===== src/rtl/iram_access_ctrl.sv =====
// Arbitrated sequencer in front of the 8051 internal RAM/SFR array.
// Serves ports A and B round-robin and turns bit accesses into byte read or read-modify-write sequences.
module iram_access_ctrl #(
    parameter int                       ADDRESS_WIDTH = 8,
    parameter logic [ADDRESS_WIDTH-1:0] BIT_BASE      = 8'h20
) (
    input  logic                     clock,
    input  logic                     reset,

    // Handshake: a port raises req with its fields stable and holds them until
    // its ack pulses for one cycle; req is dropped at the edge ending that cycle.
    // A req still high in IDLE is a new request.
    input  logic                     a_req,
    input  logic                     a_we,
    input  logic                     a_is_bit,
    input  logic                     a_ind,
    input  logic [ADDRESS_WIDTH-1:0] a_addr,
    input  logic [7:0]               a_wdata,
    input  logic                     a_wbit,
    output logic                     a_ack,

    input  logic                     b_req,
    input  logic                     b_we,
    input  logic                     b_is_bit,
    input  logic                     b_ind,
    input  logic [ADDRESS_WIDTH-1:0] b_addr,
    input  logic [7:0]               b_wdata,
    input  logic                     b_wbit,
    output logic                     b_ack,

    output logic [7:0]               rdata,
    output logic                     rbit,
    output logic                     busy,

    output logic [ADDRESS_WIDTH-1:0] ram_addr,
    output logic                     ram_rd,
    output logic                     ram_wr,
    output logic                     ram_ind,
    output logic [7:0]               ram_wdata,
    input  logic [7:0]               ram_rdata,

    output logic [2:0]               dbg_state
);

    localparam int AW = ADDRESS_WIDTH;

    typedef enum logic [2:0] {
        S_IDLE = 3'd0,
        S_RD   = 3'd1,
        S_CAP  = 3'd2,
        S_WR   = 3'd3,
        S_ACK  = 3'd4
    } state_t;

    state_t        state;
    state_t        state_nx;

    logic          we_q;
    logic          is_bit_q;
    logic          ind_q;
    logic          wbit_q;
    logic          grant_b_q;
    logic          last_b_q;
    logic [2:0]    bit_q;
    logic [7:0]    data_q;
    logic [AW-1:0] addr_q;
    logic [7:0]    rdata_q;
    logic          rbit_q;

    logic          any_req;
    logic          pick_b;
    logic          sel_we;
    logic          sel_is_bit;
    logic          sel_ind;
    logic          sel_wbit;
    logic [AW-1:0] sel_addr;
    logic [AW-1:0] sel_byte;
    logic [7:0]    sel_wdata;
    logic [7:0]    rmw_byte;

    // B wins only when alone or when A was served last.
    always_comb begin
        any_req    = a_req | b_req;
        pick_b     = b_req & (~a_req | ~last_b_q);
        sel_we     = pick_b ? b_we     : a_we;
        sel_is_bit = pick_b ? b_is_bit : a_is_bit;
        sel_ind    = pick_b ? b_ind    : a_ind;
        sel_wbit   = pick_b ? b_wbit   : a_wbit;
        sel_addr   = pick_b ? b_addr   : a_addr;
        sel_wdata  = pick_b ? b_wdata  : a_wdata;
    end

    // Low bit space packs 8 bits per byte from BIT_BASE; high bit space maps to SFRs at x0h/x8h.
    always_comb begin
        sel_byte = sel_addr;
        if (sel_is_bit) begin
            if (sel_addr < AW'(8'h80)) begin
                sel_byte = BIT_BASE + AW'(sel_addr[6:3]);
            end else begin
                sel_byte = {sel_addr[AW-1:3], 3'b000};
            end
        end
    end

    always_comb begin
        rmw_byte         = ram_rdata;
        rmw_byte[bit_q]  = wbit_q;
    end

    always_ff @(posedge clock or posedge reset) begin
        if (reset) begin
            state <= S_IDLE;
        end else begin
            state <= state_nx;
        end
    end

    always_comb begin
        state_nx = state;
        unique case (state)
            S_IDLE: begin
                if (any_req) begin
                    state_nx = (sel_we && !sel_is_bit) ? S_WR : S_RD;
                end
            end
            S_RD:    state_nx = S_CAP;
            S_CAP:   state_nx = (we_q && is_bit_q) ? S_WR : S_ACK;
            S_WR:    state_nx = S_ACK;
            S_ACK:   state_nx = S_IDLE;
            default: state_nx = S_IDLE;
        endcase
    end

    always_ff @(posedge clock or posedge reset) begin
        if (reset) begin
            we_q      <= 1'b0;
            is_bit_q  <= 1'b0;
            ind_q     <= 1'b0;
            wbit_q    <= 1'b0;
            grant_b_q <= 1'b0;
            last_b_q  <= 1'b1;
            bit_q     <= 3'd0;
            data_q    <= 8'h00;
            addr_q    <= '0;
            rdata_q   <= 8'h00;
            rbit_q    <= 1'b0;
        end else begin
            if (state == S_IDLE && any_req) begin
                we_q      <= sel_we;
                is_bit_q  <= sel_is_bit;
                ind_q     <= sel_ind & ~sel_is_bit;
                wbit_q    <= sel_wbit;
                grant_b_q <= pick_b;
                last_b_q  <= pick_b;
                bit_q     <= sel_addr[2:0];
                data_q    <= sel_wdata;
                addr_q    <= sel_byte;
            end
            // A bit write reuses data_q as the hold byte and leaves the read results alone.
            if (state == S_CAP) begin
                if (we_q) begin
                    data_q <= rmw_byte;
                end else begin
                    rdata_q <= ram_rdata;
                    rbit_q  <= ram_rdata[bit_q];
                end
            end
        end
    end

    always_comb begin
        ram_rd    = (state == S_RD);
        ram_wr    = (state == S_WR);
        ram_ind   = (ram_rd | ram_wr) & ind_q;
        ram_wdata = ram_wr ? data_q : 8'h00;
        ram_addr  = addr_q;
        a_ack     = (state == S_ACK) & ~grant_b_q;
        b_ack     = (state == S_ACK) & grant_b_q;
        busy      = (state != S_IDLE);
        rdata     = rdata_q;
        rbit      = rbit_q;
        dbg_state = state;
    end

endmodule


===== config.mk =====
export PLATFORM = sky130hd
export DESIGN_NAME = iram_access_ctrl
export DESIGN_NICKNAME = d
export VERILOG_FILES = /design/src/rtl/iram_access_ctrl.sv
export SDC_FILE = /design/constraint.sdc
export NUM_CORES = 1
export LEC_CHECK = 0
export ABC_AREA = 1
export CORE_AREA = 4 4 65 82
export CTS_BUF_LIST = sky130_fd_sc_hd__clkbuf_8
export CTS_CLUSTER_SIZE = 10
export DETAILED_ROUTE_END_ITERATION = 10
export DIE_AREA = 0 0 69 86
export GPL_TIMING_DRIVEN = 0
export MAX_ROUTING_LAYER = met4
export PLACE_DENSITY = 0.91
export RECOVER_POWER = 25
export SLEW_MARGIN = 20
export SYNTH_ARGS = -nofsm -noshare
export SYNTH_HDL_FRONTEND = slang
export SYNTH_SLANG_ARGS = --single-unit

===== constraint.sdc =====
create_clock -name clock -period 2.12 [get_ports clock]
set_input_delay 0.318 -clock clock [delete_from_list [all_inputs] [get_ports clock]]
set_output_delay 0.318 -clock clock [all_outputs]
set_load 0.02 [all_outputs]

======== Word-level counts from Yosys, hierarchy flattened ========
Cells that the tools add are included.
storage, ports and cells
  bits in registers ....................... 37
  input port bits ......................... 52
  output and inout bits ................... 34
  word-level logic and storage cells ...... 63
operators by class
  add/sub/neg operators ................... 1
  $lt $le $gt $ge ......................... 3
  eq/ne operators ......................... 5
  multiplexer cells ....................... 21
  bitwise gates (word level) .............. 13
  reduce and logical (&&, ||, !) cells .... 8
operators with widths
  operator                                                                       number
  8-bit two-way mux                                                              8
  3-bit one-hot mux with 4 select lines                                          1
  8-bit bitwise mux                                                              1
  8-bit less-than comparator (second input constant)                             1
  6-bit by 4-bit adder with 7-bit output (first input constant)                  1
  3-bit by 2-bit == test with 1-bit output (second input constant)               2
  1-bit two-way mux                                                              6
  3-bit two-way mux                                                              2
  1-bit AND                                                                      5
  1-bit inverter                                                                 5
  1-bit logical AND                                                              4
  3-bit by 4-bit less-than comparator with 1-bit output (second input constant)  1
  1-bit binary-select mux with 3-bit select                                      1
  1-bit demux with 3-bit select                                                  1
  3-bit by 1-bit == test with 1-bit output (second input constant)               1
  3-bit == test (second input constant)                                          1
  3-bit by 1-bit >= comparator with 1-bit output (second input constant)         1
  3-bit zero test                                                                1
  1-bit bitwise OR                                                               3
  3-bit nonzero test                                                             1
  2-bit two-way mux                                                              1
  2-bit != test (second input constant)                                          1
  2-bit AND reduction                                                            1
  1-bit zero test                                                                1

======== Logic depth before layout (Yosys ltp) ========
Gate-level depths: netlist of run 1.
  word-level depth ........................ 9
  depth in mapped cells ................... 10
  gate-level depth less buffers ........... 9

======== Least setup slack after synthesis of run 1 ========
OpenSTA, ideal clock, no wires.
  path kind ............................... register to output
  start ................................... reg state[2], in the netlist dbg_state[2]
  end ..................................... out ram_wdata[0]
  data arrival time ....................... 1.495 ns
  required time ........................... 1.802 ns
  path slack .............................. 0.307 ns
  stages on the path, launching flop included .. 6
  buffers on the path ..................... 0
  cells stage by stage .................... dfrtp_1 > inv_1 > nand2_1 > nor2_1 > inv_1 > nor2_1
on the way
  word-level cells in the longest chain between the ends .. 2
ends and longest elaborated chain
  element                                   line  source
  start: declaration                        55    state_t state;
  start signal: assignment                  114   state <= state_nx;
  3-bit by 2-bit == test with 1-bit output  173   ram_wr = (state == S_WR);
  net ram_wr                                37    output logic ram_wr,
  8-bit two-way mux                         175   ram_wdata = ram_wr ? data_q : 8'h00;
  end: declaration                          39    output logic [7:0] ram_wdata,
The timed path passes the listed nets, and every way through them passes these cells.

======== Final worst setup path of run 1 ========
  start ................................... reg state[1], in the netlist dbg_state[1]
  end ..................................... out ram_rd
on the way
  word-level cells in the longest chain between the ends .. 1
ends and longest elaborated chain
  element                                   line  source
  3-bit by 1-bit == test with 1-bit output  172   ram_rd = (state == S_RD);
  end: declaration                          36    output logic ram_rd,
No other way between the ends.

==> flow_metrics.py, run 1 <==
metrics = {
    "status": {
        "status": "finished clean",
    },
    "drt": {
        "vias": 2346,
        "ant_nets": 0,
        "via_per_inst": 4.98,
        "wl_per_cell_um": 13.3,
        "dr.pass1.iters": 5,
        "drcViolationCount": 0,
        "routed_wl_um": 6260,
        "drt-initial-drc-count": 193,
    },
    "global_route": {
        "top_usage_layer": "met2",
        "grt_pass1_vias": 2306,
        "grt_pass1_wl_um": 10300,
        "gr-usage-met2": 0.405,
        "overflow": 0,
        "use_met1": 0.239,
        "groute.layer.met3.usage": 0.0528,
        "grt_max_degree": 38,
        "grt_usage": 0.224,
        "antenna_found_initial": 0,
    },
    "cts": {
        "post-cts-setup-buffer-count": 0,
        "cts_tree": "built",
        "cts_root_buf": "clkbuf_8",
        "clock_latency_ns": 0.29,
        "cts_buffers": 5,
        "hold_buffers": 0,
        "cts_resized": 8,
        "clkTransAtPathRegs_ns": 0.08,
        "cts.sinks": 37,
        "clockBufferDepth": 2,
        "htree_levels": 2,
    },
    "sta": {
        "tightest_slew_ns": 1.38,
        "fmax_mhz": 498,
        "hold_viol": 0,
        "grt_setup_unrepaired": "no",
        "hold_slack_ns": 0.477,
        "max-slew-margin-rel": 0.0800,
        "fin_crit_sh": 0.948,
        "fin_crit_ns": 2.01,
        "skew_ns": 0.00740,
        "setup_tns_ns": 0,
        "setup-violations-final": 0,
        "report.final.slew_viol_count": 0,
    },
    "synthesis": {
        "synth.ff_latch_count": 37,
        "synth_nets": 370,
        "syn_avg_cell_area_sq_um": 6.89,
        "yosys_warnings": 0,
        "yosysSeqAreaShare": 0.423,
        "syn-cell-area_sq_um": 2190,
        "synth.distinct_cells": 22,
        "syn_inst": 318,
    },
    "critical_path": {
        "timing.rr.start": "last_b_q",
        "cp-startpoint": "dbg_state[1]",
        "cp.depth": 4,
        "cp-endpoint": "ram_rd",
        "worstPathMaxFanout": 5,
        "crit_arrival_ns": 1.69,
        "path_cells": "inv_1 -> nand3_1 -> inv_1 -> clkdlybuf4s50_1",
        "slowest_delay_ns": 0.59,
        "worstSetupPathType": "register to primary output",
        "r2r_setup_slack_ns": 0.59,
        "cp_num_buf_inv": 3,
        "cp-end-kind": "primary output",
        "startpoint_type": "register",
        "critPathRequiredTime_ns": 1.80,
        "r2r_end": "data_q[3]",
        "cp_common_cell": "inv_1",
        "crit_family": "buffers and inverters",
        "r2r_cells": 8,
        "worst_path_max_delay_cell": "clkdlybuf4s50_1",
    },
    "floorplanning": {
        "die_x_um": 69,
        "pin_count": 86,
        "core_sq_um": 4620,
        "die_height_um": 86,
        "num_rows": 28,
        "die-area_sq_um": 5930,
        "initial_core_util": 0.473,
    },
    "final_layout": {
        "drive_above_1_share": 0.0876,
        "mostFrequentLayoutCells": "nand2_1, clkdlybuf4s50_1, dfrtp_1",
        "antenna_cells": 0,
        "fillers": 399,
        "area_delta_synth_final_pct": 46.1,
        "layout_commonest_cell": "nand2_1",
        "final_net_count": 462,
    },
    "place": {
        "post-dp-hpwl_um": 4910,
        "port_buffers": 85,
        "gp_congestion": 0.955,
    },
    "pwr": {
        "powerDensity_nw_per_um2": 1290,
        "p_leak_nw": 1.63,
        "irDropWorstVdd_mv": 0.809,
    },
    "job": {
        "cap_viol_max_count": 0,
    },
    "min_path": {
        "hold_class": "register to register",
    },
}
==> cell families (layout without fill, tap and decap cells) <==
family	count (synthesis)	after routing	share of synthesized area
simple gates	193	193	0.367
compound gates	44	44	0.118
flops	37	37	0.423
buf+inv	44	137	0.0920
==> worst min path at each step <==
| stage | from | to | slack (ns) | cells after the start |
|---|---|---|---|---|
| floorplan | ram_rdata[1] | rdata[1] | 0.43 | 2 |
| global placement | rdata[7] | rdata[7] | 0.46 | 2 |
| detailed placement | rdata[3] | rdata[3] | 0.46 | 2 |
| CTS | rdata[3] | rdata[3] | 0.48 | 2 |
| global route | last_b_q | last_b_q | 0.50 | 2 |
| finish | rdata[7] | rdata[7] | 0.48 | 2 |
==> cell type report <==
| cell class | instances | area [sq um] | share of cell area |
|---|---|---|---|
| Clock inverter | 3 | 17.5 | 0.00548 |
| Inverter | 35 | 131 | 0.0411 |
| Buffer | 9 | 70.1 | 0.0219 |
| Clock buffer | 5 | 68.8 | 0.0215 |
| Tap cell | 60 | 75.1 | 0.0235 |
| Multi-Input combinational cell | 237 | 1060 | 0.332 |
| Sequential cell | 37 | 927 | 0.290 |
| Timing Repair Buffer | 85 | 847 | 0.265 |
==> cell usage after synthesis <==
cell       instances  area [sq um]
buf_6              2          22.5
a2bb2oi_1          1          8.76
nor2_2             1          6.26
dfstp_2            1          26.3
nand3b_1           1          7.51
buf_2              2          10.0
a21oi_4            1          16.3
inv_1             33           124
o22ai_2            1          12.5
nand2_1          134           503
o21ai_0           20           100
a311oi_1           1          8.76
dfrtp_1           36           901
nand2_4            1          11.3
nand3_1           22           110
buf_4              5          37.5
nand2_2            6          37.5
a21oi_1           17          85.1
o21ai_2            3          26.3
nor2_4             3          33.8
inv_2              2          7.51
nor2_1            25          93.8
==> metrics by stage <==
| stage | std cells | instance area (sq um) | total power [mW] | setup WS, ns | utilization |
|---|---|---|---|---|---|
| after floorplan | 318 | 2190 | 2.74 | 0.307 | - |
| after global placement | 463 | 3120 | 3.56 | 0.197 | 0.674 |
| after detailed placement | 463 | 3120 | 3.65 | 0.185 | 0.674 |
| after CTS | 471 | 3190 | 4.13 | 0.00267 | 0.690 |
| after global routing | 471 | 3200 | 4.43 | 0.00812 | 0.692 |
| final | 471 | 3200 | 4.11 | 0.110 | 0.692 |
==> flip-flops by register name (all words and copies together) (netlist names) <==
| register | flops |
|---|---|
| rbit | 1 |
| we_q | 1 |
| ram_addr | 8 |
| dbg_state | 3 |
| is_bit_q | 1 |
| bit_q | 3 |
| wbit_q | 1 |
| grant_b_q | 1 |
| last_b_q | 1 |
| data_q | 8 |
| ind_q | 1 |
| rdata | 8 |
==> routing by layer <==
layer | wire length (um) | vias up
met5 | 0 | -
met4 | 129 | 0
met3 | 440 | 15
met2 | 3370 | 108
met1 | 2320 | 1050
li1 | - | 1173
==> report_power, final <==
| group | switching, mW | total, mW | internal [mW] |
|---|---|---|---|
| clock network | 0.251 | 0.478 | 0.227 |
| logic | 1.37 | 2.34 | 0.973 |
| registers | 0.232 | 1.29 | 1.06 |
| total | 1.86 | 4.11 | 2.26 |
==> worst register-to-register path, cell delays in order, from the launching register on <==
cell and delay, ns:
dfstp_2 0.56, nand2_2 0.10, nand2_2 0.10, buf_6 0.15, buf_4 0.18, nand2_1 0.06, nand2_1 0.08, nand2_1 0.07
a21oi_1 0.15
(Power assumes the default switching activity.)
==> run 2: changes to the inputs <==
Settings changed: SETUP_SLACK_MARGIN set to 0.5.
==> flow_metrics.py, run 2 (synthesis gave the netlist of run 1 again) <==
metrics = {
    "status": {
        "status": "finished clean",
    },
    "sta": {
        "max-slew-margin-rel": 0.480,
        "setup-violations-final": 0,
        "report.final.slew_viol_count": 0,
        "hold_viol": 0,
        "setup_tns_ns": 0,
        "skew_ns": 0.00596,
        "tightest_slew_ns": 0.778,
        "fmax_mhz": 610,
        "fin_crit_ns": 1.64,
        "fin_crit_sh": 0.773,
        "grt_setup_unrepaired": "yes",
        "hold_slack_ns": 0.472,
    },
    "cts": {
        "cts_root_buf": "clkbuf_8",
        "clock_latency_ns": 0.29,
        "cts_tree": "built",
        "htree_levels": 2,
        "clockBufferDepth": 2,
        "clkTransAtPathRegs_ns": 0.07,
        "cts.sinks": 37,
        "hold_buffers": 0,
        "cts_buffers": 5,
    },
    "floorplanning": {
        "die_height_um": 86,
        "initial_core_util": 0.473,
        "core_sq_um": 4620,
        "die-area_sq_um": 5930,
        "die_x_um": 69,
        "pin_count": 86,
        "num_rows": 28,
    },
    "drt": {
        "dr.pass1.iters": 5,
        "ant_nets": 0,
        "drt-initial-drc-count": 208,
        "wl_per_cell_um": 13.7,
        "drcViolationCount": 0,
        "vias": 2400,
        "routed_wl_um": 6460,
        "via_per_inst": 5.07,
    },
    "global_route": {
        "grt_pass1_vias": 2319,
        "overflow": 0,
        "grt_max_degree": 38,
        "antenna_found_initial": 0,
        "grt_pass1_wl_um": 10600,
        "grt_usage": 0.229,
    },
    "critical_path": {
        "worstSetupPathType": "register to primary output",
        "critPathRequiredTime_ns": 1.80,
        "cp-startpoint": "dbg_state[2]",
        "cp-end-kind": "primary output",
        "worstPathMaxFanout": 8,
        "crit_arrival_ns": 1.32,
        "startpoint_type": "register",
        "timing.rr.start": "last_b_q",
    },
    "final_layout": {
        "final_net_count": 464,
        "fillers": 388,
        "layout_commonest_cell": "nand2_1",
        "antenna_cells": 0,
        "drive_above_1_share": 0.155,
        "area_delta_synth_final_pct": 48.5,
        "mostFrequentLayoutCells": "nand2_1, clkdlybuf4s50_1, dfrtp_1",
    },
    "pwr": {
        "irDropWorstVdd_mv": 0.653,
        "powerDensity_nw_per_um2": 1300,
        "power.total_mw": 4.21,
        "p_leak_nw": 1.69,
    },
    "place": {
        "gp_congestion": 0.914,
        "post-dp-hpwl_um": 4870,
        "port_buffers": 85,
    },
    "job": {
        "cap_viol_max_count": 0,
    },
    "min_path": {
        "hold_class": "register to register",
        "min_from": "rdata[1]",
    },
}
-- run 2: cell count changes in the layout (fill, tap and decap cells not counted), sizes merged --
cell / before / now
clkbuf: 5 / 9
dlymetal6s2s: 2 / 6
buf: 9 / 22
clkinvlp: 1 / 0
clkdlybuf4s50: 74 / 61
dlygate4sd2: 7 / 3
clkinv: 2 / 1
-- run 2: repair_timing --
item	4_1_cts	5_1_grt
pin swaps	2	3
setup buffers	0	2
resized for setup	66	25
endpoints found under the setup margin	17	24
gates cloned	0	0
-- run 2: stage by stage --
step	util	worst slack (ns)	area (sq um)	cells
3_3_place_gp	0.674	0.192	3120	463
6_report	0.703	0.481	3250	473
5_1_grt	0.703	0.421	3250	473
2_1_floorplan	-	0.438	2190	318
3_5_place_dp	0.674	0.230	3120	463
4_1_cts	0.688	0.434	3180	471
-- run 2: worst max-delay path: stages (launching register included) --
cell and delay [ns]:
dfrtp_2 0.46, inv_2 0.08, nand2_2 0.07, nor2_4 0.12, inv_4 0.07, nor2_1 0.09, buf_4 0.14
-- run 2: area by class of cell --
type                       instances  area [sq um]  share of cell area
multi-input combinational        237          1080               0.333
sequential                        37           928               0.285
timing repair buffer              87           857               0.264
inverter                          35           136              0.0419
clock buffer                       7          96.3              0.0296
tap                               60          75.1              0.0231
buffer                             9          70.1              0.0215
clock inverter                     1          5.00             0.00154
-- run 2: per-layer routing --
layer | GRT usage | routed length (um) | up-vias
met4 | 0.0764 | 114 | 0
met5 | - | 0 | -
met2 | 0.405 | 3420 | 106
met3 | 0.0434 | 461 | 10
li1 | - | - | 1181
met1 | 0.259 | 2460 | 1103
-- run 2: final timing paths --
path / endpoint / slack (ns) / cells after the start
setup / recovery: ram_wdata[4] / 0.48 / 6
hold / removal: rdata[1] / 0.47 / 2
setup reg to reg: data_q[3] / 0.60 / 8
hold reg to reg: rdata[1] / 0.47 / 2
max in group asynchronous: dbg_state[2] / 0.96 / 2
min in group asynchronous: dbg_state[1] / 0.62 / 2
-- run 2: power by group --
part	internal [mW]	total [mW]	switching, mW
logic	0.955	2.37	1.42
clock network	0.294	0.546	0.252
registers	1.06	1.29	0.233
total	2.31	4.21	1.90
==> run 3: changes to the inputs <==
Settings changed: CORE_AREA 4 4 65 82 to 4 4 68 85, DIE_AREA 0 0 69 86 to 0 0 72 89, PLACE_DENSITY 0.91 to 0.85.
Clock period 2.12 ns to 1.61 ns, I/O delays scaled along.
==> flow_metrics.py, run 3 (synthesis gave the netlist of run 1 again) <==
metrics = {
    "status": {
        "status": "finished clean",
    },
    "global_route": {
        "grt_usage": 0.258,
        "antenna_found_initial": 0,
        "grt_pass1_vias": 2631,
        "top_usage_layer": "met2",
        "overflow": 0,
        "groute.layer.met3.usage": 0.0382,
        "grt_max_degree": 38,
        "gr-usage-met2": 0.445,
        "use_met1": 0.296,
        "grt_pass1_wl_um": 12400,
    },
    "sta": {
        "hold_slack_ns": 0.481,
        "skew_ns": 0.00410,
        "tightest_slew_ns": 0.792,
        "fin_crit_sh": 0.984,
        "setup-violations-final": 0,
        "report.final.slew_viol_count": 0,
        "hold_viol": 0,
        "max-slew-margin-rel": 0.471,
        "grt_setup_unrepaired": "yes",
        "fin_ws_ns": 0.0264,
        "fmax_mhz": 631,
        "setup_tns_ns": 0,
        "fin_crit_ns": 1.58,
    },
    "drt": {
        "wl_per_cell_um": 18.0,
        "ant_nets": 0,
        "drt-initial-drc-count": 237,
        "via_per_inst": 5.49,
        "vias": 2817,
        "dr.pass1.iters": 6,
        "routed_wl_um": 9230,
        "drcViolationCount": 0,
    },
    "critical_path": {
        "worstSetupPathType": "register to primary output",
        "startpoint_type": "register",
        "crit_arrival_ns": 1.34,
        "path_cells": "inv_2 -> nand2_4 -> nor2_4 -> inv_6 -> nor2_4 -> buf_6",
        "r2r_setup_slack_ns": 0.04,
        "critPathRequiredTime_ns": 1.37,
        "crit_family": "flip-flops",
        "timing.rr.start": "dbg_state[2]",
        "cp_common_cell": "nor2_4",
        "slowest_delay_ns": 0.45,
        "r2r_end": "data_q[5]",
        "cp-end-kind": "primary output",
        "worst_path_max_delay_cell": "dfrtp_2",
        "worstPathMaxFanout": 8,
        "cp_num_buf_inv": 3,
        "r2r_cells": 7,
    },
    "pwr": {
        "combPwrFrac": 0.673,
        "irDropWorstVdd_mv": 0.932,
        "p_seq_frac": 0.241,
        "p_int_mw": 4.00,
        "p_clk_frac": 0.086,
        "p_leak_nw": 1.97,
        "powerDensity_nw_per_um2": 1870,
        "net-switching-power_mw": 3.58,
        "power.total_mw": 7.58,
        "sw_frac_of_total": 0.473,
    },
    "min_path": {
        "min_from": "rdata[3]",
        "holdPathStages": 2,
        "hold_class": "register to register",
        "hold_end": "rdata[3]",
    },
    "cts": {
        "cts_buffers": 5,
        "clock_latency_ns": 0.29,
        "clockBufferDepth": 2,
        "cts.sinks": 37,
        "cts_tree": "built",
        "cts_root_buf": "clkbuf_8",
        "clkTransAtPathRegs_ns": 0.07,
        "htree_levels": 2,
    },
    "floorplanning": {
        "core_sq_um": 5010,
        "pin_count": 86,
        "num_rows": 29,
        "die_x_um": 72,
        "die_height_um": 89,
        "initial_core_util": 0.437,
        "die-area_sq_um": 6410,
    },
    "final_layout": {
        "antenna_cells": 0,
        "fin_area_sq_um": 4050,
        "fillers": 289,
        "regArea_sq_um": 931,
        "multi_input_area_sq_um": 1510,
        "final_cells": 513,
        "final_util": 0.808,
        "drive_above_1_share": 0.432,
        "mostFrequentLayoutCells": "nand2_1, clkdlybuf4s50_1, dfrtp_1",
        "layout_commonest_cell": "nand2_1",
        "final_net_count": 503,
        "area_delta_synth_final_pct": 84.8,
    },
    "job": {
        "cap_viol_max_count": 0,
    },
    "place": {
        "post-dp-hpwl_um": 4850,
        "gp_congestion": 0.861,
        "place_area_sq_um": 3280,
        "pre_cts_slack_ns": -0.163,
        "place_inst": 465,
        "port_buffers": 85,
    },
}
## run 3: cell types whose count changed in the layout (fill, tap and decap cells not counted), sizes merged
cell and change:
buf +62, clkdlybuf4s50 -12, dlymetal6s2s -6, clkbuf -3, dlygate4sd2 -2, clkdlybuf4s15 -1
clkinv -1, inv +1
## run 3: how the worst max path moves through the flow
stage                       startpoint      endpoint  slack (ns)  depth (start not counted)
final                     dbg_state[2]  ram_wdata[0]        0.03                          6
after global routing      dbg_state[2]  ram_wdata[4]       -0.03                          6
after CTS                 dbg_state[2]  ram_wdata[0]        0.08                          6
after detailed placement  dbg_state[2]  ram_wdata[0]       -0.16                          6
after global placement           reset  dbg_state[0]       -0.36                          2
after floorplan           dbg_state[2]  ram_wdata[0]        0.24                          5
## run 3: power groups by stage
| stage | Combinational [mW] | Sequential (mW) | Clock, mW |
|---|---|---|---|
| after global routing | 5.40 | 1.87 | 0.696 |
| after detailed placement | 3.37 | 1.73 | 0 |
| after global placement | 3.29 | 1.72 | 0 |
| after CTS | 4.33 | 1.75 | 0.647 |
| final | 5.10 | 1.83 | 0.653 |
| after floorplan | 1.94 | 1.97 | 0 |
## run 3: timing repair
action,4_1_cts,5_1_grt
gates cloned,7,0
gates resized for setup,239,40
hold buffers,0,0
buffers inserted,21,13
setup endpoints to repair,70,57
pin swaps,29,16
## run 3: final cells by class
cell class | count | share of cell area
flip-flops and latches | 37 | 0.230
clock buffers | 6 | 0.0204
repair buffers | 126 | 0.292
well taps | 62 | 0.0192
plain buffers | 9 | 0.0263
inverters | 35 | 0.0368
multi-input cells | 237 | 0.374
clock inverters | 1 | 0.000928
## run 3: worst min-delay path: stages, from the launching register on
cell and delay [ns]:
dfrtp_1 0.36, nand2_2 0.05, nand2_1 0.04
## run 3: metal layers
metal  vias to the layer above  routed length, um
li1                       1258                  -
met1                      1323               3270
met2                       187               4750
met3                        49                746
met4                         0                459
met5                         -                  0
